--- src/rtl/encoder_onehot_pipe.sv ---
`default_nettype none
// ============================================================================
// encoder_onehot_pipe : registered one-hot / priority encoder, valid-ready
//                       on both sides, with a saturating multi-hot counter.
// Revision 1.0 : initial release
// ============================================================================
module encoder_onehot_pipe #(
  parameter int IN_W  = 16,
  parameter int OUT_W = $clog2(IN_W),
  parameter int MODE  = 0,
  parameter int CNT_W = 8
) (
  input  logic             clk,
  input  logic             reset,
  input  logic             enable,
  input  logic             in_valid,
  output logic             in_ready,
  input  logic [IN_W-1:0]  encoder_in,
  output logic             out_valid,
  input  logic             out_ready,
  output logic [OUT_W-1:0] binary_out,
  output logic             hit,
  output logic             multi_err,
  output logic [CNT_W-1:0] err_cnt,
  input  logic             clr_cnt
);

  localparam logic [CNT_W-1:0] C_CNT_MAX = {CNT_W{1'b1}};

  logic             out_valid_q, out_valid_d;
  logic [OUT_W-1:0] binary_out_q, binary_out_d;
  logic             hit_q, hit_d;
  logic             multi_err_q, multi_err_d;
  logic [CNT_W-1:0] err_cnt_q, err_cnt_d;

  logic             w_any;
  logic             w_multi;
  logic [OUT_W-1:0] w_lo_idx;
  logic [OUT_W-1:0] w_hi_idx;
  logic [OUT_W-1:0] w_sel_idx;
  logic             w_sel_hit;
  logic             w_accept;
  logic             w_consume;
  logic [OUT_W-1:0] w_dec_idx;
  logic             w_dec_hit;
  logic             w_dec_err;

  // x & (x-1) clears the lowest set bit; anything left means multi-hot.
  always_comb begin
    w_any   = |encoder_in;
    w_multi = |(encoder_in & (encoder_in - IN_W'(1)));
  end

  always_comb begin
    w_lo_idx = '0;
    for (int i = IN_W - 1; i >= 0; i--) begin
      if (encoder_in[i]) w_lo_idx = OUT_W'(i);
    end
  end

  always_comb begin
    w_hi_idx = '0;
    for (int i = 0; i < IN_W; i++) begin
      if (encoder_in[i]) w_hi_idx = OUT_W'(i);
    end
  end

  generate
    if (MODE == 1) begin : g_mode_high
      assign w_sel_idx = w_hi_idx;
      assign w_sel_hit = 1'b1;
    end else if (MODE == 2) begin : g_mode_low
      assign w_sel_idx = w_lo_idx;
      assign w_sel_hit = 1'b1;
    end else begin : g_mode_strict
      assign w_sel_idx = '0;
      assign w_sel_hit = 1'b0;
    end
  endgenerate

  always_comb begin
    w_dec_idx = '0;
    w_dec_hit = 1'b0;
    w_dec_err = 1'b0;
    if (enable && w_any) begin
      if (!w_multi) begin
        w_dec_idx = w_lo_idx;
        w_dec_hit = 1'b1;
      end else begin
        w_dec_idx = w_sel_idx;
        w_dec_hit = w_sel_hit;
        w_dec_err = 1'b1;
      end
    end
  end

  assign in_ready  = !out_valid_q || out_ready;
  assign w_accept  = in_valid && in_ready;
  assign w_consume = out_valid_q && out_ready;

  always_comb begin
    out_valid_d  = out_valid_q;
    binary_out_d = binary_out_q;
    hit_d        = hit_q;
    multi_err_d  = multi_err_q;
    if (w_accept) begin
      out_valid_d  = 1'b1;
      binary_out_d = w_dec_idx;
      hit_d        = w_dec_hit;
      multi_err_d  = w_dec_err;
    end else if (w_consume) begin
      out_valid_d  = 1'b0;
    end
  end

  // Counts at acceptance, independent of downstream; clear beats increment.
  always_comb begin
    err_cnt_d = err_cnt_q;
    if (clr_cnt) begin
      err_cnt_d = '0;
    end else if (w_accept && enable && w_multi && (err_cnt_q != C_CNT_MAX)) begin
      err_cnt_d = err_cnt_q + CNT_W'(1);
    end
  end

  always_ff @(posedge clk) begin
    if (reset) begin
      out_valid_q  <= 1'b0;
      binary_out_q <= '0;
      hit_q        <= 1'b0;
      multi_err_q  <= 1'b0;
      err_cnt_q    <= '0;
    end else begin
      out_valid_q  <= out_valid_d;
      binary_out_q <= binary_out_d;
      hit_q        <= hit_d;
      multi_err_q  <= multi_err_d;
      err_cnt_q    <= err_cnt_d;
    end
  end

  assign out_valid  = out_valid_q;
  assign binary_out = binary_out_q;
  assign hit        = hit_q;
  assign multi_err  = multi_err_q;
  assign err_cnt    = err_cnt_q;

endmodule
`default_nettype wire

--- config.mk ---
export PLATFORM = sky130hd
export DESIGN_NAME = encoder_onehot_pipe
export DESIGN_NICKNAME = d
export VERILOG_FILES = /design/src/rtl/encoder_onehot_pipe.sv
export SDC_FILE = /design/constraint.sdc
export NUM_CORES = 1
export LEC_CHECK = 0
export BUFFER_PORTS_ARGS = -buffer_cell sky130_fd_sc_hd__buf_4
export CORE_MARGIN = 2
export CORE_UTILIZATION = 40
export DETAILED_ROUTE_END_ITERATION = 10
export MAX_ROUTING_LAYER = met4
export PLACE_DENSITY = 0.67
export SKIP_CTS_REPAIR_TIMING = 1
export SYNTH_ARGS = -nofsm -noshare
export SYNTH_HDL_FRONTEND = slang
export SYNTH_SLANG_ARGS = --single-unit
--- constraint.sdc ---
create_clock -name clk -period 3.4 [get_ports clk]
set_input_delay 0.34 -clock clk [delete_from_list [all_inputs] [get_ports clk]]
set_output_delay 0.34 -clock clk [all_outputs]
set_load 0.02 [all_outputs]
==> impl_metrics.csv, run 1 <==
group,metric,value,unit
sta,final.setup_skew,0.00545,ns
route,drt_first_iter_violations,24,
route,wire_per_inst,12.8,um
sta,grt_setup_unrepaired,"false",
worst_setup_path,crit_path_top_delay_cell,"nor3_4",
sta,fmaxAchievable,0.433,GHz
synthesis,syn_avg_cell_area,7.94,um^2
global_routing,grt_max_degree,19,
floorplanning,die_h,55.0,um
worst_setup_path,path_cells,"buf_4, nor4_2, nand2_2, o311ai_1, o21ai_1, nor3_4, o211ai_4, o31ai_2",
cts,clockBufferDepth,2,
worst_setup_path,end_kind,"flip-flop",
cts,insertion_delay,0.28,ns
worst_setup_path,cp-start-kind,"primary input",
cells_and_area,diodes,0,
synthesis,netlist_instances,131,
route,dr.pass1.iters,4,
sta,fin_crit_sh,67.9,%
synthesis,synthTopCellsByArea,"dfxtp_1, nor2_1, nand2_1",
sta,setup-tns-final,0,ns
sta,maxSlewViolCount,0,
place,io_buffers,37,
synthesis,synthMostInstantiatedCell,"nor2_1",
route,antenna_left,0,
worst_setup_path,required,3.59,ns
cells_and_area,finalNetCount,193,
sta,worst_slew_pin_slew,0.603,ns
cts,clk_pin_slew_worst_paths,0.09,ns
route,wirelength,2540,um
cts,cts_root_buffer,"clkbuf_4",
route,via_per_inst,5.71,
synthesis,synth.yosys.seq_area_share,28.9,%
sta,hold_violations,0,
cts,htreeDepth,1,
outcome,outcome,"finished, final reports clean",
worst_setup_path,critPathKind,"in -> reg",
worst_setup_path,crit_fanout,18,
sta,setup_slack,1.09,ns
place,dp.final_hpwl,1990,um
synthesis,ys_warn_count,0,
power,p_leak,0.527,nW
place,gp_congestion,0.826,
power,power_per_cell_area,262,mW/mm^2
cells_and_area,area_growth_syn_to_layout,31.0,%
synthesis,synth_top_cell_by_area,"dfxtp_1",
synthesis,synthFlopType,"dfxtp_1",
cts,clock-sinks,15,
synthesis,synth_cell_type_count,43,
synthesis,netlist.area_leader.share,28.9,%
power,peakVddDrop,0.000152,V
synthesis,ys_async_sr_fraction,0,%
floorplanning,die-width,55.0,um
synthesis,synth_edf_count,0,
sta,fin_crit,2.31,ns
worst_setup_path,arrival,2.50,ns
sta,slew_headroom,59.7,%
cells_and_area,drive_above_1_share,30.2,%
cts,numCtsBuffers,3,
worst_setup_path,slowest_delay,0.49,ns
cts,cts_tree,"done",
floorplanning,start_util,42.0,%
synthesis,syn-num-nets,154,
synthesis,ys_seq_elements,15,
synthesis,netlist_area,0.00104,mm^2
place,dpl-instance-area,0.00134,mm^2
cells_and_area,final_area,0.00136,mm^2
global_routing,grt-ovfl-total,0,
floorplanning,die-area,0.00302,mm^2
cells_and_area,final_core_utilization,55.0,%
sta,setup_viol,0,
floorplanning,core,0.00248,mm^2
global_routing,antenna_found_initial,0,
global_routing,grt_usage,17.6,%
synthesis,synthTopCellsByCount,"nor2_1, dfxtp_1, nand2_1, a21oi_1, nor3_1",
global_routing,grt_pass1_vias,898,
route,vias,1137,
hold_path,hold_path_class,"in -> reg",
floorplanning,row_count,18,
route,remaining_drc_errors,0,
run,drv_cap,0,
global_routing,grt_pass1_wl,3780,um
floorplanning,io_pins,38,
place,pre_cts_ws,0.780,ns
final timing paths:
kind / start / end / slack [ns] / cells past startpoint
max: encoder_in[4] / binary_out[1]$_SDFFE_PP0P_ / 1.09 / 8
min: in_valid / out_valid$_SDFFE_PP0P_ / 0.31 / 3
min reg2reg: hit$_SDFFE_PP0P_ / hit$_SDFFE_PP0P_ / 0.47 / 2
max reg2reg: err_cnt[0]$_SDFFE_PP0P_ / err_cnt[7]$_SDFFE_PP0P_ / 1.41 / 7
registers in the layout (all words and copies together) (netlist names):
| signal | cells |
|---|---|
| binary_out | 4 |
| hit | 1 |
| err_cnt | 8 |
| multi_err | 1 |
| out_valid | 1 |
power by group:
group          internal (W)  switching (W)  total [W]
combinational     0.0000331      0.0000404  0.0000735
clock             0.0000455      0.0000586   0.000104
sequential         0.000177     0.00000125   0.000179
total              0.000256       0.000100   0.000356
worst max-delay path, delay by kind of cell:
kind	cells	cell delay [ns]
compound gates	4	0.94
simple gates	3	1.10
buf+inv	1	0.13
logic make-up (layout without fill, tap and decap cells):
logic type | after synthesis | after routing | share of synthesized area, %
and+or+nand+nor | 74 | 74 | 41.2
AOI/OAI and AO/OA | 34 | 34 | 24.3
DFF | 15 | 15 | 28.9
buffers and inverters | 5 | 43 | 2.53
adders and majority gates | 2 | 2 | 2.17
muxes | 1 | 1 | 0.963
per-layer routing:
metal / vias up / global-route usage (%) / routed length [um]
met5: - / - / 0
met4: 0 / 6.10 / 22
met3: 2 / 2.42 / 127
met2: 34 / 28.8 / 1240
met1: 522 / 22.1 / 1150
li1: 579 / - / -
cell usage in the layout, fill, tap and decap left out, drive strengths merged, types with 3 or more instances in the layout:
cell type,count
or3,4
nand2,16
dfxtp,15
nand2b,3
buf,37
a211oi,3
nor4,6
nand3b,4
nand4,3
o21ai,6
nor2,16
nand3,4
o31ai,5
a21oi,8
clkbuf,4
or4,4
nor3,8
metrics by stage:
| stage | power, W | std cells | hold WS [ns] |
|---|---|---|---|
| floorplan | 0.000216 | 131 | 0.469 |
| global placement | 0.000256 | 195 | 0.469 |
| detailed placement | 0.000256 | 195 | 0.456 |
| CTS | 0.000360 | 199 | 0.305 |
| global route | 0.000376 | 199 | 0.318 |
| finish | 0.000356 | 199 | 0.313 |
layout make-up:
type                            count  area, um^2
Clock buffer                        4        26.3
Fill cell                         248        1110
Inverter                            2        7.51
Multi-Input combinational cell    111         713
Sequential cell                    15         300
Tap cell                           30        37.5
Timing Repair Buffer               37         278
Power figures use the tool's default switching activity.
==> inputs of run 2 (changes only) <==
--- a/config.mk
+++ b/config.mk
@@ -5,12 +5,13 @@
 export SDC_FILE = /design/constraint.sdc
 export NUM_CORES = 1
 export LEC_CHECK = 0
+export ABC_AREA = 1
 export BUFFER_PORTS_ARGS = -buffer_cell sky130_fd_sc_hd__buf_4
 export CORE_MARGIN = 2
 export CORE_UTILIZATION = 40
 export DETAILED_ROUTE_END_ITERATION = 10
 export MAX_ROUTING_LAYER = met4
-export PLACE_DENSITY = 0.67
+export PLACE_DENSITY = 0.69
 export SKIP_CTS_REPAIR_TIMING = 1
 export SYNTH_ARGS = -nofsm -noshare
 export SYNTH_HDL_FRONTEND = slang
==> constraint.sdc (replaced) <==
create_clock -name clk -period 1.9 [get_ports clk]
set_input_delay 0.19 -clock clk [delete_from_list [all_inputs] [get_ports clk]]
set_output_delay 0.19 -clock clk [all_outputs]
set_load 0.02 [all_outputs]
==> impl_metrics.csv, run 2 <==
group,metric,value,unit
worst_setup_path,arrival,1.91,ns
route,antenna_left,0,
sta,final.setup_skew,0.00807,ns
place,dpl-instance-area,0.00141,mm^2
cts,cts_root_buffer,"clkbuf_4",
floorplanning,die_h,56.5,um
cells_and_area,largest_reg_flops,8,
synthesis,ys_seq_elements,15,
worst_setup_path,crit_path_top_delay_cell,"dfxtp_1",
route,wirelength,2410,um
cells_and_area,layout_common_cells,"nand2_1, buf_4, inv_1",
worst_setup_path,regToRegSetupSlack,0.20,ns
cells_and_area,layout_commonest_cell,"nand2_1",
power,peakVddDrop,0.000373,V
cells_and_area,stdcell_count,253,
floorplanning,core,0.00269,mm^2
power,power.total,0.000640,W
cts,clk_pin_slew_worst_paths,0.09,ns
hold_path,hold_path_class,"in -> reg",
route,vias,1214,
worst_setup_path,critPathKind,"reg -> reg",
power,power_per_cell_area,443,mW/mm^2
global_routing,grt_pass1_vias,1054,
global_routing,grt-ovfl-total,0,
floorplanning,die-area,0.00319,mm^2
synthesis,synth_cell_type_count,27,
place,dp.cells,249,
global_routing,grt_usage,16.6,%
synthesis,ys_async_sr_fraction,0,%
synthesis,synth_top_cell_by_area,"dfxtp_1",
floorplanning,die-width,56.5,um
power,p_leak,0.701,nW
sta,worst_slew_pin_slew,0.288,ns
floorplanning,row_count,19,
cells_and_area,final_area,0.00145,mm^2
floorplanning,start_util,41.0,%
worst_setup_path,cp_common_cell,"nand2_1",
synthesis,syn_avg_cell_area,6.05,um^2
synthesis,synthMostInstantiatedCell,"nand2_1",
route,remaining_drc_errors,0,
sta,slew_headroom,80.8,%
synthesis,synthTopCellsByArea,"dfxtp_1, nand2_1, inv_1",
cts,htreeDepth,1,
cells_and_area,final_core_utilization,53.8,%
route,dr.pass1.iters,4,
synthesis,netlist_instances,182,
cells_and_area,area_growth_syn_to_layout,31.3,%
outcome,outcome,"finished, final reports clean",
cts,numCtsBuffers,3,
synthesis,synthTopCellsByCount,"nand2_1, inv_1, a21oi_1, nor2_1, dfxtp_1",
worst_setup_path,path_cells,"ha_1, nand2_1, nor3b_2, nand3_2, nand2_8, nand2_1, a21oi_1",
sta,setup_viol,0,
sta,grt_setup_unrepaired,"false",
synthesis,synthFlopType,"dfxtp_1",
synthesis,syn-num-nets,205,
place,dp.final_hpwl,2000,um
cts,insertion_delay,0.28,ns
cells_and_area,diodes,0,
sta,fin_crit,1.70,ns
route,drt_first_iter_violations,38,
worst_setup_path,slowest_delay,0.41,ns
cells_and_area,drive_above_1_share,26.1,%
synthesis,synth_edf_count,0,
cells_and_area,finalNetCount,246,
place,io_buffers,37,
global_routing,antenna_found_initial,0,
place,gp_congestion,0.852,
worst_setup_path,cp-start-kind,"flip-flop",
synthesis,ys_warn_count,0,
route,wire_per_inst,9.54,um
cts,clock-sinks,15,
worst_setup_path,required,2.12,ns
sta,hold_violations,0,
synthesis,synth.yosys.seq_area_share,27.3,%
sta,fin_crit_sh,89.2,%
route,via_per_inst,4.80,
sta,maxSlewViolCount,0,
global_routing,grt_max_degree,11,
synthesis,netlist_area,0.00110,mm^2
global_routing,grt_pass1_wl,4290,um
cells_and_area,fillCellCount,288,
sta,setup-tns-final,0,ns
sta,fmaxAchievable,0.590,GHz
worst_setup_path,crit_fanout,10,
worst_setup_path,end_kind,"flip-flop",
floorplanning,io_pins,38,
cts,clockBufferDepth,2,
cts,cts_tree,"done",
run,drv_cap,0,
synthesis,netlist.area_leader.share,27.3,%
[run 2: metal layers]
metal | share of wire (%) | global-route usage, % | vias up
met2 | 43 | 25.4 | 37
met1 | 49 | 22.3 | 517
met4 | 1.3 | 5.10 | 0
met5 | 0 | - | -
met3 | 6.6 | 3.00 | 4
li1 | - | - | 656
[run 2: area by class of cell]
class,instances,area (um^2),area share (%)
inverter,27,104,7.19
multi-input combinational,139,698,48.3
clock buffer,4,26.3,1.82
timing repair buffer,37,278,19.2
sequential,15,300,20.8
tap,31,38.8,2.68
[run 2: power breakdown]
group          switching, W  leakage [nW]  internal (W)
clock             0.0000990        0.0150     0.0000815
sequential       0.00000245         0.121      0.000318
combinational     0.0000795         0.565     0.0000596
total              0.000181         0.701      0.000459
[run 2: through the flow]
stage | hold slack [ns] | setup WS [ns]
floorplan | 0.359 | 0.163
global placement | 0.421 | 0.141
detailed placement | 0.421 | 0.0455
CTS | 0.121 | 0.0107
global route | 0.126 | 0.0159
finish | 0.127 | 0.204
[run 2: worst paths after layout]
kind | from | to | depth (start not counted)
worst min-delay path | reset | binary_out[2]$_SDFFE_PP0P_ | 2
worst max register to register | err_cnt[1]$_SDFFE_PP0P_ | err_cnt[0]$_SDFFE_PP0P_ | 7
worst max-delay path | err_cnt[1]$_SDFFE_PP0P_ | err_cnt[0]$_SDFFE_PP0P_ | 7
worst min register to register | hit$_SDFFE_PP0P_ | hit$_SDFFE_PP0P_ | 2
[run 2: logic make-up (layout without fill, tap and decap cells)]
kind of cell | Yosys count | in the layout | share of synthesized area, %
XOR/XNOR | 5 | 5 | 3.98
AND/OR/NAND/NOR | 109 | 109 | 46.0
AO/OA/AOI/OAI | 24 | 24 | 11.8
flip-flops | 15 | 15 | 27.3
adder cells (fa/ha/maj) | 1 | 1 | 1.14
buffers and inverters | 28 | 68 | 9.77
[run 2: worst max-delay path, delay by kind of cell, from the launching register on]
kind | cells | cell delay [ns]
flops | 1 | 0.41
compound gates | 1 | 0.13
fa+ha+maj | 1 | 0.21
simple gates | 5 | 0.87
